$ cat config.mk
export PLATFORM = sky130hd
export DESIGN_NAME = sevenseg_scan_driver
export DESIGN_NICKNAME = d
export VERILOG_FILES = /design/src/rtl/sevenseg_scan_driver.sv
export SDC_FILE = /design/constraint.sdc
export NUM_CORES = 1
export LEC_CHECK = 0
export CORE_MARGIN = 5
export CORE_UTILIZATION = 62
export CTS_BUF_LIST = sky130_fd_sc_hd__clkbuf_4
export DETAILED_ROUTE_END_ITERATION = 8
export PLACE_DENSITY = 0.85
export SLEW_MARGIN = 20
export SYNTH_ARGS = -nofsm -noshare
export SYNTH_HDL_FRONTEND = slang
export SYNTH_SLANG_ARGS = --single-unit
$ cat constraint.sdc
create_clock -name clk -period 6.21 [get_ports clk]
set_clock_uncertainty 0.05 [all_clocks]
set_input_delay 0.621 -clock clk [delete_from_list [all_inputs] [get_ports clk]]
set_output_delay 0.621 -clock clk [all_outputs]
set_load 0.02 [all_outputs]
$ cat src/rtl/sevenseg_scan_driver.sv
// Scans a double-buffered 32-bit active-low pattern onto a 4-digit common-anode 7-seg display.
// Each slot has a dark anti-ghost gap first. `define LEADING_ZERO_BLANK_EN darkens leading "0" digits.
module sevenseg_scan_driver #(
  parameter int REFRESH_DIV  = 100000,
  parameter int BLANK_CYCLES = 1000
) (
  input  logic        clk,
  input  logic        rst_n,
  input  logic        en,
  input  logic [31:0] pat_in,
  input  logic        pat_load,
  output logic [3:0]  an,
  output logic [6:0]  seg,
  output logic        dp,
  output logic        frame_done
);
  localparam int            CW       = (REFRESH_DIV > 1) ? $clog2(REFRESH_DIV) : 1;
  localparam logic [CW-1:0] CNT_LAST = CW'(REFRESH_DIV - 1);
  localparam logic [CW-1:0] CNT_SHOW = CW'(BLANK_CYCLES);

  typedef enum logic {ST_BLANK = 1'b0, ST_SHOW = 1'b1} state_t;

  state_t        r_state;
  logic [CW-1:0] r_cnt;
  logic [1:0]    r_digit;
  logic [31:0]   r_active;
  logic [31:0]   r_pending;
  logic          r_pend_vld;
  logic          r_en_d;
  logic [3:0]    r_an;
  logic [6:0]    r_seg;
  logic          r_dp;
  logic          r_frame_done;

  logic [CW-1:0] w_cnt_nxt;
  logic          w_slot_end;
  logic          w_frame_end;
  logic          w_promote;
  logic          w_dark;
  logic          w_lit;
  logic [7:0]    w_byte;

  assign w_cnt_nxt   = r_cnt + 1'b1;
  assign w_slot_end  = (r_cnt == CNT_LAST);
  assign w_frame_end = en && w_slot_end && (r_digit == 2'd3);
  // Re-enabling acts as a frame boundary so a pattern loaded while dark appears at once.
  assign w_promote   = w_frame_end || (en && !r_en_d);

  always_comb begin
    w_byte = r_active[31:24];
    case (r_digit)
      2'd1:    w_byte = r_active[23:16];
      2'd2:    w_byte = r_active[15:8];
      2'd3:    w_byte = r_active[7:0];
      default: w_byte = r_active[31:24];
    endcase
  end

`ifdef LEADING_ZERO_BLANK_EN
  logic w_blank_th;
  logic w_blank_hu;
  logic w_blank_te;
  assign w_blank_th = (r_active[7:0] == 8'h81);
  assign w_blank_hu = w_blank_th && (r_active[15:8] == 8'h81);
  assign w_blank_te = w_blank_hu && (r_active[23:16] == 8'h81);

  always_comb begin
    w_dark = 1'b0;
    case (r_digit)
      2'd3:    w_dark = w_blank_th;
      2'd2:    w_dark = w_blank_hu;
      2'd1:    w_dark = w_blank_te;
      default: w_dark = 1'b0;
    endcase
  end
`else
  assign w_dark = 1'b0;
`endif

  assign w_lit = en && (r_state == ST_SHOW) && !w_dark;

  always_ff @(posedge clk or negedge rst_n) begin
    if (!rst_n) begin
      r_state      <= ST_BLANK;
      r_cnt        <= '0;
      r_digit      <= 2'd0;
      r_active     <= 32'hFFFF_FFFF;
      r_pending    <= 32'hFFFF_FFFF;
      r_pend_vld   <= 1'b0;
      r_en_d       <= 1'b0;
      r_an         <= 4'hF;
      r_seg        <= 7'h7F;
      r_dp         <= 1'b1;
      r_frame_done <= 1'b0;
    end else begin
      r_en_d       <= en;
      r_frame_done <= w_frame_end;

      if (w_lit) begin
        r_an  <= ~(4'b0001 << r_digit);
        r_seg <= w_byte[7:1];
        r_dp  <= w_byte[0];
      end else begin
        r_an  <= 4'hF;
        r_seg <= 7'h7F;
        r_dp  <= 1'b1;
      end

      if (!en) begin
        r_cnt   <= '0;
        r_digit <= 2'd0;
        r_state <= ST_BLANK;
      end else if (w_slot_end) begin
        r_cnt   <= '0;
        r_digit <= r_digit + 2'd1;
        r_state <= ST_BLANK;
      end else begin
        r_cnt   <= w_cnt_nxt;
        r_state <= (w_cnt_nxt >= CNT_SHOW) ? ST_SHOW : ST_BLANK;
      end

      if (pat_load) r_pending <= pat_in;
      if (w_promote) begin
        if (pat_load)        r_active <= pat_in;
        else if (r_pend_vld) r_active <= r_pending;
        r_pend_vld <= 1'b0;
      end else if (pat_load) begin
        r_pend_vld <= 1'b1;
      end
    end
  end

  assign an         = r_an;
  assign seg        = r_seg;
  assign dp         = r_dp;
  assign frame_done = r_frame_done;
endmodule

# Word-level counts from Yosys, hierarchy flattened
# Index checks and enable logic that the tools add are counted.
# word_totals
register_bits,99
latch_bits,0
ramBits,0
romBits,0
inputBits,36
elab_cells,45
memories,0
# classes
addsub,2
n_mul,0
div_mod_pow,0
order_cmp,1
n_eq_ne,5
n_shift,1
n_mux,15
bitwise,1
reduce_logical,9
# op_table
operator,count
32-bit 2-to-1 mux,2
17-bit 2-to-1 mux,2
8-bit one-hot mux with 3 select lines,1
17-bit by 1-bit adder with 17-bit output (second input constant),1
17-bit equality test (second input constant),1
17-bit by 10-bit greater-or-equal comparator with 1-bit output (second input constant),1
7-bit 2-to-1 mux,1
1-bit 2-to-1 mux,6
2-bit equality test (second input constant),2
1-bit logical AND,4
2-bit 2-to-1 mux,2
4-bit 2-to-1 mux,1
4-bit inverter,1
2-bit nonzero test,2
1-bit by 2-bit left shift with 4-bit output (first input constant),1
2-bit by 1-bit adder with 2-bit output (second input constant),1
2-bit by 1-bit equality test with 1-bit output (second input constant),1
2-bit by 1-bit != test with 1-bit output (second input constant),1
2-bit AND reduction,1
1-bit zero test,1
1-bit logical OR,1

# Logic depth before layout (Yosys ltp)
# Gate-level depths: netlist of the first run.
# logic_depth
depth_word,5
ltp_mapped,9

# Least setup slack after synthesis of the first run
# No wires, ideal clock.
# synth_timing
path_type,register to register
from,reg r_cnt[13]
to,reg r_active[10]
setup_time_ps,82
t_arrival_ps,2485
required_ps,6078
slack_ps,3593
stages_incl_launch_ff,8
path_buffers,1
path_cell_list,dfrtp_1 > or3_1 > or4_1 > nor4_1 > nand2_1 > a211oi_4 > buf_6 > mux2_2
# synth_via
elab_chain_len,5
# synth_lines
item,line_no,rtl
"start, declared",24,logic [CW-1:0] r_cnt;
"start signal, assigned",118,r_cnt <= w_cnt_nxt;
17-bit equality test,44,assign w_slot_end = (r_cnt == CNT_LAST);
1-bit logical AND (2 in series),45,assign w_frame_end = en && w_slot_end && (r_digit == 2'd3);
1-bit logical OR,47,assign w_promote = w_frame_end || (en && !r_en_d);
2-bit AND reduction (no line),n/a,
"end signal, assigned",124,if (pat_load) r_active <= pat_in;
"end signal, assigned",125,else if (r_pend_vld) r_active <= r_pending;
"end, declared",26,logic [31:0] r_active;
# No other way between the ends.
# A chain may end at the register's enable or synchronous reset.

# Worst setup path in the final report of the first run
# layout_timing
from,reg r_cnt[13]
to,reg r_active[26]
# The elaborated chain is that of the path after synthesis.

==> results.md, run 1 <==
- Data required time at the worst endpoint: about 6500 ps
- Count of cells resized by post-cts repair: 0
- Highest net fanout along the worst path: 32
- Pre-CTS setup slack: 3330 ps
- Comb power frac: 11.2%
- Warning count from the yosys run: 0
- RR Endpoint: r_active[26]
- CTS max path bufs: 2
- Final core area utilization: roughly three quarters
- Power spent charging and discharging nets: around 0.31 mW
- Cts bufs inserted: 9
- Ant diodes: 0
- Storage element area: roughly 2600 sq um
- Share of the cycle needed by the critical path after routing: a little under half
- Final estimated routing congestion in global placement: a little under 0.9
- Count of state elements after synthesis: between 90 and 100
- PortBufs: 48
- Final Slew Violations: 0
- Area inside the core boundary: just under 7000 sq um
- Cell internal pwr: 0.937 mW
- Run status: finished, final reports clean
- Leakage component of the power: around 1.9 nW
- Multi-input combinational cell area: between 1500 and 2000 sq um
- DRC viols: 0
- Initial antenna violation count: 0
- Total number of H-tree levels: 3
- Actual transition at the worst max-transition pin: 697 ps
- Sequential Power Share: 64.2%
- Sequential area share after synthesis: 59.6%
- Clock transition time at the flip-flop clock pins of the worst setup and hold paths: around 150 ps
- Filler cell count in the final layout: 448
- Top achievable clock speed: approximately 0.34 GHz
- Number of global-route vias before repair: roughly 2,800
- Hold slack: between 90 and 100 ps
- Vias per inst: 5.61
- Die H: ~93 um
- Fin nets: about 420
- Clock Power Share: 24.7%
- Critical Path Sink Type: flip-flop
- Switching share of power: around a quarter
- Critical register-to-register path startpoint: r_cnt[13]
- Number of cells on the worst reg-to-reg path: 7
- Starting density of the core: between 60% and 70%
- Clock tree from TritonCTS: yes
- Overall power after layout: around 1.2 mW
- Unique cell type count in the Yosys netlist: 36
- P&R area growth vs syn: 15.0%
- Detail Route Antenna Nets: 0
- Arrival time of the worst setup path: 3240 ps
- Count of routing violations after the opening detailed-route iteration: 150
- Pin count of the biggest net entering global routing: between 60 and 70
- Clock Tree Root: sky130_fd_sc_hd__clkbuf_4
- Final critical path time including I/O delays and setup: between 2000 and 3000 ps
- Wirelength per Cell: around 16 um
- Standard-cell row count: 30
- Overall via count from detail_route: between 2,000 and 3,000
- First-pass iteration count of the detailed router: 6
- Final count of hold timing violations: 0
- Number of enable-type register cells in the synthesized netlist: 0
- Horiz. Die Dim: slightly above 90 um
- Average size of a mapped cell: 12.8 sq um
- Placed wire-length estimate: about 5500 um
- Final setup slack of the worst path: 3280 ps
- MaxCap Viol Count: 0
- Worst setup slack for register-to-register paths: 3280 ps
- Dominant synthesized flop cell: sky130_fd_sc_hd__dfstp_2
- Worst setup SP type: flip-flop
- Sum of negative setup slack: 0 ps
- Post-CTS Hold Buffers: 0
- Final wirelength: approximately 7800 um
- Setup-failing EPs final: 0
- Post-synthesis net count: 380
- Sink count of the clock tree: between 90 and 100
- Remaining max-slew budget at the tightest pin: a little over half
- Critical setup path kind: flip-flop to flip-flop
- Total routing usage reported by global routing: between 10% and 20%
- PD cells: approximately 250 nW/um^2
- Setup repair after global routing missed its margin: no
- Proportion of register bits with asynchronous set or reset after synthesis: 100%
- Class of the most critical hold timing path: primary input to async pin
- Wire length of the first global-routing pass: roughly 13,000 um
- Worst IR drop on VDD: 0.000120 V
- DIE AREA: 8740 sq um
- Overflow after GRT: 0
- Proportion of layout cells with a drive suffix above 1: a little over two fifths
- Netlist Area Pre-Place: around 4300 sq um
- Number of primary I/O pins: 49
- Total setup buffers inserted after CTS: 0
- Clock latency on the worst-skew pair: about 430 ps
- Post-Synthesis Cells: between 300 and 400
==> area by class of cell <==
| cell class | instances | area share [%] |
|---|---|---|
| sequential | 99 | 51.8 |
| timing repair buffer | 51 | 10.1 |
| tap | 96 | 2.42 |
| inverter | 7 | 0.529 |
| multi-input combinational | 211 | 32.6 |
| clock buffer | 9 | 1.36 |
| clock inverter | 7 | 1.18 |
==> registers in the layout (all words and copies together), names as in the netlist, 2 cells and up <==
name,count
r_active,32
an,4
seg,7
r_cnt,17
r_pending,32
r_digit,2
==> cell families after synthesis <==
logic type,after synthesis,synth area share (%)
multiplexers,65,16.9
flip-flops,99,59.6
XOR/XNOR,17,3.45
buffers and inverters,27,2.93
adder cells (fa/ha/maj),7,2.03
AO/OA/AOI/OAI,30,5.24
AND/OR/NAND/NOR,92,9.85
==> Yosys cell counts, types with 2 or more instances <==
cell | n | area [sq um]
sky130_fd_sc_hd__xnor2_1 | 12 | 105
sky130_fd_sc_hd__mux2_2 | 63 | 709
sky130_fd_sc_hd__o21ai_0 | 9 | 45.0
sky130_fd_sc_hd__nand2_1 | 33 | 124
sky130_fd_sc_hd__buf_2 | 2 | 10.0
sky130_fd_sc_hd__and3_1 | 2 | 12.5
sky130_fd_sc_hd__dfstp_2 | 76 | 2000
sky130_fd_sc_hd__xor2_1 | 5 | 43.8
sky130_fd_sc_hd__nor2b_1 | 2 | 12.5
sky130_fd_sc_hd__and2_1 | 2 | 12.5
sky130_fd_sc_hd__nor2_1 | 27 | 101
sky130_fd_sc_hd__nor3_1 | 4 | 20.0
sky130_fd_sc_hd__or4_1 | 2 | 15.0
sky130_fd_sc_hd__mux2_1 | 2 | 22.5
sky130_fd_sc_hd__dfrtp_1 | 23 | 576
sky130_fd_sc_hd__nand4_1 | 4 | 25.0
sky130_fd_sc_hd__clkbuf_1 | 15 | 56.3
sky130_fd_sc_hd__inv_1 | 7 | 26.3
sky130_fd_sc_hd__nand3_1 | 7 | 35.0
sky130_fd_sc_hd__a21oi_1 | 5 | 25.0
sky130_fd_sc_hd__buf_6 | 3 | 33.8
sky130_fd_sc_hd__and4_1 | 3 | 26.3
sky130_fd_sc_hd__nor4_1 | 2 | 12.5
sky130_fd_sc_hd__ha_1 | 7 | 87.6
sky130_fd_sc_hd__a222oi_1 | 8 | 80.1
sky130_fd_sc_hd__or3_1 | 2 | 12.5
==> worst max path at each step <==
stage	from	to	slack, ps	cells after the start
3_5_place_dp	r_cnt[13]	r_active[18]	3330	7
2_1_floorplan	r_cnt[13]	r_active[10]	3590	7
3_3_place_gp	r_cnt[13]	r_active[2]	3370	7
5_1_grt	r_cnt[0]	r_active[8]	3050	8
4_1_cts	r_cnt[13]	r_active[8]	3300	7
6_report	r_cnt[13]	r_active[26]	3280	7
==> through the flow <==
stage | std cells | cell area (sq um)
after floorplan | 337 | 4320
after global placement | 464 | 4840
after detailed placement | 464 | 4840
after CTS | 480 | 4970
after global routing | 480 | 4970
final | 480 | 4970
==> layout by cell type (no fill, tap or decap), types with 8 or more instances in the layout <==
master | synthesis | routed
sky130_fd_sc_hd__xnor2_1 | 12 | 12
sky130_fd_sc_hd__dfrtp_1 | 23 | 23
sky130_fd_sc_hd__clkdlybuf4s50_1 | 0 | 47
sky130_fd_sc_hd__a222oi_1 | 8 | 8
sky130_fd_sc_hd__nor2_1 | 27 | 27
sky130_fd_sc_hd__dfstp_2 | 76 | 76
sky130_fd_sc_hd__clkbuf_4 | 0 | 9
sky130_fd_sc_hd__mux2_2 | 63 | 63
sky130_fd_sc_hd__o21ai_0 | 9 | 9
sky130_fd_sc_hd__nand2_1 | 33 | 33
==> power groups by stage <==
stage / logic, mW / registers, mW / clock network (mW)
after floorplan: 0.0934 / 0.797 / 0
after global placement: 0.134 / 0.804 / 0
after detailed placement: 0.142 / 0.811 / 0
after CTS: 0.143 / 0.800 / 0.315
after global routing: 0.155 / 0.809 / 0.348
final: 0.140 / 0.801 / 0.308
==> worst max-delay path: stages, from the launching register on <==
cell,delay [ps]
sky130_fd_sc_hd__dfrtp_1,440
sky130_fd_sc_hd__or3_1,420
sky130_fd_sc_hd__or4_1,490
sky130_fd_sc_hd__nor4_1,240
sky130_fd_sc_hd__nand2_1,160
sky130_fd_sc_hd__a211oi_4,270
sky130_fd_sc_hd__buf_4,410
sky130_fd_sc_hd__mux2_2,400
==> layer usage <==
metal | wire length, um | up-vias | global-route usage (%) | share of wire, %
li1 | - | 1257 | - | -
met1 | 3270 | 1330 | 24.5 | 42
met2 | 3890 | 82 | 32.1 | 50
met3 | 363 | 24 | 3.14 | 4.7
met4 | 242 | 0 | 9.77 | 3.1
met5 | 0 | - | 0 | 0
No activity file was read; power rests on OpenSTA's default activity.
==> run 2, diff against run 1 <==
--- a/config.mk
+++ b/config.mk
@@ -6,10 +6,10 @@
 export NUM_CORES = 1
 export LEC_CHECK = 0
 export CORE_MARGIN = 5
-export CORE_UTILIZATION = 62
+export CORE_UTILIZATION = 58
 export CTS_BUF_LIST = sky130_fd_sc_hd__clkbuf_4
 export DETAILED_ROUTE_END_ITERATION = 8
-export PLACE_DENSITY = 0.85
+export PLACE_DENSITY = 0.8
 export SLEW_MARGIN = 20
 export SYNTH_ARGS = -nofsm -noshare
 export SYNTH_HDL_FRONTEND = slang
==> constraint.sdc (replaced) <==
create_clock -name clk -period 3.08 [get_ports clk]
set_clock_uncertainty 0.05 [all_clocks]
set_input_delay 0.308 -clock clk [delete_from_list [all_inputs] [get_ports clk]]
set_output_delay 0.308 -clock clk [all_outputs]
set_load 0.02 [all_outputs]
==> results.md, run 2 (synthesis gave the netlist of run 1 again) <==
- Critical Path Sink Type: flip-flop
- Standard-cell row count: 31 (+3.3%)
- PD cells: 552 nW/um^2 (+120%)
- Storage element area: 2570 sq um (unchanged)
- Wire length of the first global-routing pass: 12,700 um (-3.4%)
- First-pass iteration count of the detailed router: 5 (-1)
- Wirelength per Cell: 16.4 um (+1.5%)
- Arrival time of the worst setup path: 3110 ps (-130 ps)
- Share of the cycle needed by the critical path after routing: 90.6% (+43 points)
- CTS max path bufs: 2 (unchanged)
- Most used cells in the layout excluding fill and tap cells: sky130_fd_sc_hd__dfstp_2 (76), sky130_fd_sc_hd__mux2_2 (63), sky130_fd_sc_hd__clkdlybuf4s50_1 (47)
- Starting density of the core: 59.5% (-4.0 points)
- Clock Power Share: 32.4% (+7.7 points)
- Overall via count from detail_route: 2,663 (-1.1%)
- RR Endpoint: r_active[5]
- Final wirelength: 8000 um (+3.0%)
- Sink count of the clock tree: 99 (unchanged)
- Switching share of power: 21.1% (-3.8 points)
- Most common library cell in the layout ignoring fill and taps: sky130_fd_sc_hd__dfstp_2
- Final critical path time including I/O delays and setup: 2790 ps (-139 ps)
- Worst setup SP type: flip-flop
- Critical register-to-register path startpoint: r_cnt[13]
- Initial antenna violation count: 0 (unchanged)
- Horiz. Die Dim: 96.3 um (+3.0%)
- Sum of negative setup slack: 0 ps (unchanged)
- Count of routing violations after the opening detailed-route iteration: 144 (-4.0%)
- DIE AREA: 9270 sq um (+6.1%)
- Sequential Power Share: 57.4% (-6.8 points)
- Final estimated routing congestion in global placement: 0.855 (-1.4%)
- Post-layout instance area: 5100 sq um (+2.7%)
- Proportion of layout cells with a drive suffix above 1: 42.3% (+0.34 points)
- Actual transition at the worst max-transition pin: 833 ps (+137 ps)
- Highest net fanout along the worst path: 32 (unchanged)
- Cell internal pwr: 2.22 mW (+140%)
- Fin nets: 426 (+0.95%)
- Total setup buffers inserted after CTS: 0 (unchanged)
- Data required time at the worst endpoint: 3400 ps (-3120 ps)
- Comb power frac: 10.2% (-1.0 points)
- Final core area utilization: 70.3% (-2.8 points)
- Area inside the core boundary: 7250 sq um (+6.8%)
- Filler cell count in the final layout: 520 (+16%)
- Clock Tree Root: sky130_fd_sc_hd__clkbuf_4
- Clock transition time at the flip-flop clock pins of the worst setup and hold paths: 130 ps (-20 ps)
- Placement Cell Area: 4880 sq um (+0.80%)
- Worst min-delay path endpoint: r_en_d
- Final count of hold timing violations: 0 (unchanged)
- Clock tree from TritonCTS: yes
- Min-delay src: en
- Final Slew Violations: 0 (unchanged)
- Worst IR drop on VDD: 0.000259 V (+120%)
- Vias per inst: 5.47 (-2.5%)
- Ant diodes: 0 (unchanged)
- Setup repair after global routing missed its margin: no
- Largest regs: r_active (32), r_pending (32), r_cnt (17)
- Critical setup path kind: flip-flop to flip-flop
- Class of the most critical hold timing path: primary input to flip-flop
- Multi-input combinational cell area: 1620 sq um (unchanged)
- Worst setup slack for register-to-register paths: 290 ps (-2990 ps)
- Pre-CTS setup slack: 310 ps (-3020 ps)
- Number of stages on the worst hold path: 1
- P&R area growth vs syn: 18.1%
- Total number of H-tree levels: 3 (unchanged)
- DRC viols: 0 (unchanged)
- MaxCap Viol Count: 0 (unchanged)
- Number of primary I/O pins: 49 (unchanged)
- Placed wire-length estimate: 5590 um (+0.98%)
- Overflow after GRT: 0 (unchanged)
- Final setup slack of the worst path: 288 ps (-2990 ps)
- Clock latency on the worst-skew pair: 430 ps (about the same)
- Detail Route Antenna Nets: 0 (unchanged)
- Number of cells on the worst reg-to-reg path: 7 (unchanged)
- Number of global-route vias before repair: 2,671 (-4.0%)
- Pin count of the biggest net entering global routing: 71 (+15%)
- Power spent charging and discharging nets: 0.595 mW (+91%)
- Total routing usage reported by global routing: 18.3% (-1.0 points)
- Run status: finished, final reports clean
- Top achievable clock speed: 0.358 GHz (+5.0%)
- Die H: 96.3 um (+3.0%)
- Overall power after layout: 2.81 mW (+130%)
- Cts bufs inserted: 9 (unchanged)
- Leakage component of the power: 1.97 nW (+3.2%)
- Setup-failing EPs final: 0 (unchanged)
- PortBufs: 48 (unchanged)
- Remaining max-slew budget at the tightest pin: 44.4% (-9.1 points)
==> run 2: cell types whose count changed in the layout (fill, tap and decap cells not counted) <==
cell,previous run,this run
sky130_fd_sc_hd__buf_12,0,1
sky130_fd_sc_hd__inv_8,1,0
sky130_fd_sc_hd__dlygate4sd3_1,0,1
sky130_fd_sc_hd__clkbuf_4,9,10
sky130_fd_sc_hd__buf_4,4,6
sky130_fd_sc_hd__inv_6,2,1
sky130_fd_sc_hd__bufinv_16,0,4
sky130_fd_sc_hd__clkinv_4,2,0
sky130_fd_sc_hd__clkinv_2,1,0
==> run 2: stage by stage <==
step,instances,hold slack [ps]
after CTS,487,398
after floorplan,337,-37.6
final,487,415
after global placement,470,408
after detailed placement,470,418
after global routing,487,399
==> run 2: what timing repair did <==
item,CTS,global route
hold buffers,1,0
resized for setup,0,0
setup endpoints to repair,0,0
hold endpoints to repair,23,0
==> run 2: layer usage <==
layer | vias up | track usage (%) | wire length, um
met5 | - | 0 | 0
met4 | 0 | 7.36 | 173
met3 | 14 | 3.67 | 364
met2 | 64 | 31.5 | 4050
met1 | 1323 | 22.6 | 3410
li1 | 1262 | - | -
==> run 2: worst max-delay path by stage <==
stage	start	endpoint	slack [ps]
after floorplan	r_cnt[13]	r_active[10]	460
after global placement	r_cnt[13]	r_active[2]	380
after detailed placement	r_cnt[13]	r_active[25]	310
after CTS	r_cnt[13]	r_active[19]	280
after global routing	r_cnt[13]	r_active[13]	80
final	r_cnt[13]	r_active[5]	290
==> run 2: layout make-up <==
cell class	instances	share of cell area, %
Inverter	7	0.515
Clock inverter	6	2.67
Tap cell	99	2.43
Multi-Input combinational cell	211	31.8
Clock buffer	10	1.47
Sequential cell	99	50.4
Timing Repair Buffer	55	10.7
==> run 2: critical path, stage by stage, from the launching register on <==
cell and delay [ps]:
sky130_fd_sc_hd__dfrtp_1 430, sky130_fd_sc_hd__or3_1 430, sky130_fd_sc_hd__or4_1 490, sky130_fd_sc_hd__nor4_1 250
sky130_fd_sc_hd__nand2_1 160, sky130_fd_sc_hd__a211oi_4 310, sky130_fd_sc_hd__buf_12 240, sky130_fd_sc_hd__mux2_2 360
==> run 2: power groups by stage <==
stage,clock network [mW],logic [mW],registers (mW)
2_1_floorplan,0,0.188,1.61
3_5_place_dp,0,0.289,1.63
6_report,0.912,0.287,1.61
3_3_place_gp,0,0.275,1.62
5_1_grt,0.990,0.316,1.63
4_1_cts,0.933,0.292,1.61
==> run 3, diff against run 2 <==
--- a/config.mk
+++ b/config.mk
@@ -6,10 +6,11 @@
 export NUM_CORES = 1
 export LEC_CHECK = 0
 export CORE_MARGIN = 5
-export CORE_UTILIZATION = 58
+export CORE_UTILIZATION = 45
 export CTS_BUF_LIST = sky130_fd_sc_hd__clkbuf_4
 export DETAILED_ROUTE_END_ITERATION = 8
-export PLACE_DENSITY = 0.8
+export GPL_TIMING_DRIVEN = 0
+export PLACE_DENSITY = 0.64
 export SLEW_MARGIN = 20
 export SYNTH_ARGS = -nofsm -noshare
 export SYNTH_HDL_FRONTEND = slang
==> results.md, run 3 (synthesis gave the netlist of run 1 again) <==
- Run status: finished, final reports clean
- DIE AREA: 11,700 sq um (+26%)
- Hold slack: 282 ps (-133 ps)
- Actual transition at the worst max-transition pin: 630 ps (-203 ps)
- Clock Tree Root: sky130_fd_sc_hd__clkbuf_4
- Highest net fanout along the worst path: 10 (-69%)
- DRC viols: 0 (unchanged)
- Cts bufs inserted: 9 (unchanged)
- MaxCap Viol Count: 0 (unchanged)
- Critical Path Sink Type: flip-flop
- Horiz. Die Dim: 108 um (+12%)
- CTS max path bufs: 2 (unchanged)
- Count of routing violations after the opening detailed-route iteration: 97 (-33%)
- Final critical path time including I/O delays and setup: 2870 ps (+76.9 ps)
- P&R area growth vs syn: 19.0%
- Clock transition time at the flip-flop clock pins of the worst setup and hold paths: 150 ps (+20 ps)
- Proportion of layout cells with a drive suffix above 1: 41.2% (-1.1 points)
- PortBufs: 47 (-2.1%)
- Initial antenna violation count: 0 (unchanged)
- Worst IR drop on VDD: 0.000235 V (-9.3%)
- Overall via count from detail_route: 2,713 (+1.9%)
- Total routing usage reported by global routing: 15.4% (-2.9 points)
- Final Slew Violations: 0 (unchanged)
- Sink count of the clock tree: 99 (unchanged)
- Comb power frac: 11.3% (+1.1 points)
- Placed wire-length estimate: 6080 um (+8.8%)
- Leakage component of the power: 1.97 nW (about the same)
- Detail Route Antenna Nets: 0 (unchanged)
- Setup-failing EPs final: 0 (unchanged)
- Met2 GRT Util: 26.0% (-5.5 points)
- Top achievable clock speed: 0.349 GHz (-2.7%)
- Vias per inst: 5.10 (-6.7%)
- Most common library cell in the layout ignoring fill and taps: sky130_fd_sc_hd__dfstp_2
- Overall power after layout: 2.59 mW (-7.9%)
- Most used routing layer in global routing: met2
- Final estimated routing congestion in global placement: 0.823 (-3.7%)
- Pin count of the biggest net entering global routing: 58 (-18%)
- Final wirelength: 8450 um (+5.6%)
- Most used cells in the layout excluding fill and tap cells: sky130_fd_sc_hd__dfstp_2 (76), sky130_fd_sc_hd__mux2_2 (63), sky130_fd_sc_hd__clkdlybuf4s50_1 (46)
- Final setup slack of the worst path: 211 ps (-76.9 ps)
- Worst setup SP type: flip-flop
- Global routing met1 resource utilization: 19.5% (-3.0 points)
- Setup repair after global routing missed its margin: no
- Arrival time of the worst setup path: 3200 ps (+90 ps)
- Number of global-route vias before repair: 2,831 (+6.0%)
- Cell internal pwr: 1.98 mW (-11%)
- Area inside the core boundary: 9280 sq um (+28%)
- Switching share of power: 23.7% (+2.6 points)
- Final count of hold timing violations: 0 (unchanged)
- First-pass iteration count of the detailed router: 6 (+1)
- Met3 layer usage reported by global route: 4.54% (+0.86 points)
- Starting density of the core: 46.5% (-13 points)
- Class of the most critical hold timing path: primary input to async pin
- Share of the cycle needed by the critical path after routing: 93.1% (+2.5 points)
- Wire length of the first global-routing pass: 13,900 um (+9.6%)
- Overflow after GRT: 0 (unchanged)
- Critical setup path kind: flip-flop to flip-flop
- Power spent charging and discharging nets: 0.614 mW (+3.3%)
- Largest regs: r_active (32), r_pending (32), r_cnt (17)
- Data required time at the worst endpoint: 3410 ps (about the same)
- Total number of H-tree levels: 3 (unchanged)
- Clock tree from TritonCTS: yes
- Clock latency on the worst-skew pair: 450 ps (+20 ps)
- Pre-CTS setup slack: 28.5 ps (-281 ps)
- Number of primary I/O pins: 49 (unchanged)
- Ant diodes: 0 (unchanged)
- Sequential Power Share: 62.3% (+4.9 points)
- Standard-cell row count: 35 (+13%)
- Clock Power Share: 26.4% (-6.0 points)
- Remaining max-slew budget at the tightest pin: 58.0% (+14 points)
- Die H: 108 um (+12%)
- PD cells: 504 nW/um^2 (-8.6%)
- Fin nets: 441 (+3.5%)
- Wirelength per Cell: 15.9 um (-3.3%)
- Count of cells resized by post-cts repair: 0 (unchanged)
[run 3: cell types whose count changed in the layout (fill, tap and decap cells not counted)]
cell                              before  now
sky130_fd_sc_hd__clkbuf_1              0   14
sky130_fd_sc_hd__buf_4                 6    2
sky130_fd_sc_hd__buf_6                 0    4
sky130_fd_sc_hd__bufinv_16             4    1
sky130_fd_sc_hd__buf_2                 0    2
sky130_fd_sc_hd__clkinv_2              0    2
sky130_fd_sc_hd__buf_12                1    0
sky130_fd_sc_hd__buf_16                0    1
sky130_fd_sc_hd__clkdlybuf4s50_1      47   46
sky130_fd_sc_hd__inv_4                 0    1
[run 3: path summary, 6_finish.rpt]
path	from	to	slack (ps)	cells past startpoint
setup reg to reg	r_cnt[13]	r_active[22]	210	8
hold / removal	rst_n	frame_done	280	2
hold reg to reg	r_cnt[0]	r_cnt[0]	480	1
min in group clk	pat_load	r_pending[0]	290	2
setup / recovery	r_cnt[13]	r_active[22]	210	8
max in group asynchronous	rst_n	r_active[22]	2050	3
[run 3: through the flow]
step	setup TNS [ps]	cells	area (sq um)	util [%]
floorplan	0	337	4320	-
finish	0	532	5140	55.4
CTS	0	531	5130	55.2
global route	0	532	5140	55.4
detailed placement	0	514	4980	53.6
global placement	-96090	513	4950	53.3
[run 3: repair_timing]
item | 4_1_cts | 5_1_grt
buffers inserted | 0 | 2
endpoints found under the setup margin | 0 | 32
hold buffers | 1 | 0
endpoints found under the hold margin | 33 | 0
[run 3: final cells by class]
| type | count | area (sq um) |
|---|---|---|
| clock buffers | 10 | 75.1 |
| repair buffers | 51 | 524 |
| plain buffers | 19 | 96.3 |
| fillers | 805 | 4150 |
| well taps | 129 | 161 |
| multi-input cells | 211 | 1620 |
| clock inverters | 6 | 62.6 |
| inverters | 7 | 26.3 |
| flip-flops and latches | 99 | 2570 |
[run 3: routing by layer]
metal / vias to the layer above / routed length (um)
li1: 1292 / -
met1: 1359 / 3720
met2: 51 / 4180
met3: 11 / 449
met4: 0 / 101
met5: - / 0
[run 3: power by group through the flow]
stage               Clock, mW  Sequential (mW)  Combinational, mW
floorplan                   0             1.61              0.188
global placement            0             1.63              0.282
detailed placement          0             1.64              0.296
CTS                     0.710             1.61              0.298
global route            0.763             1.63              0.325
finish                  0.685             1.61              0.293
[run 3: worst max-delay path, cell delays in order (launching register included)]
cell	delay [ps]
sky130_fd_sc_hd__dfrtp_1	430
sky130_fd_sc_hd__or3_1	420
sky130_fd_sc_hd__or4_1	490
sky130_fd_sc_hd__nor4_1	310
sky130_fd_sc_hd__nand2_1	190
sky130_fd_sc_hd__a211oi_4	220
sky130_fd_sc_hd__buf_4	180
sky130_fd_sc_hd__buf_6	160
sky130_fd_sc_hd__mux2_2	350
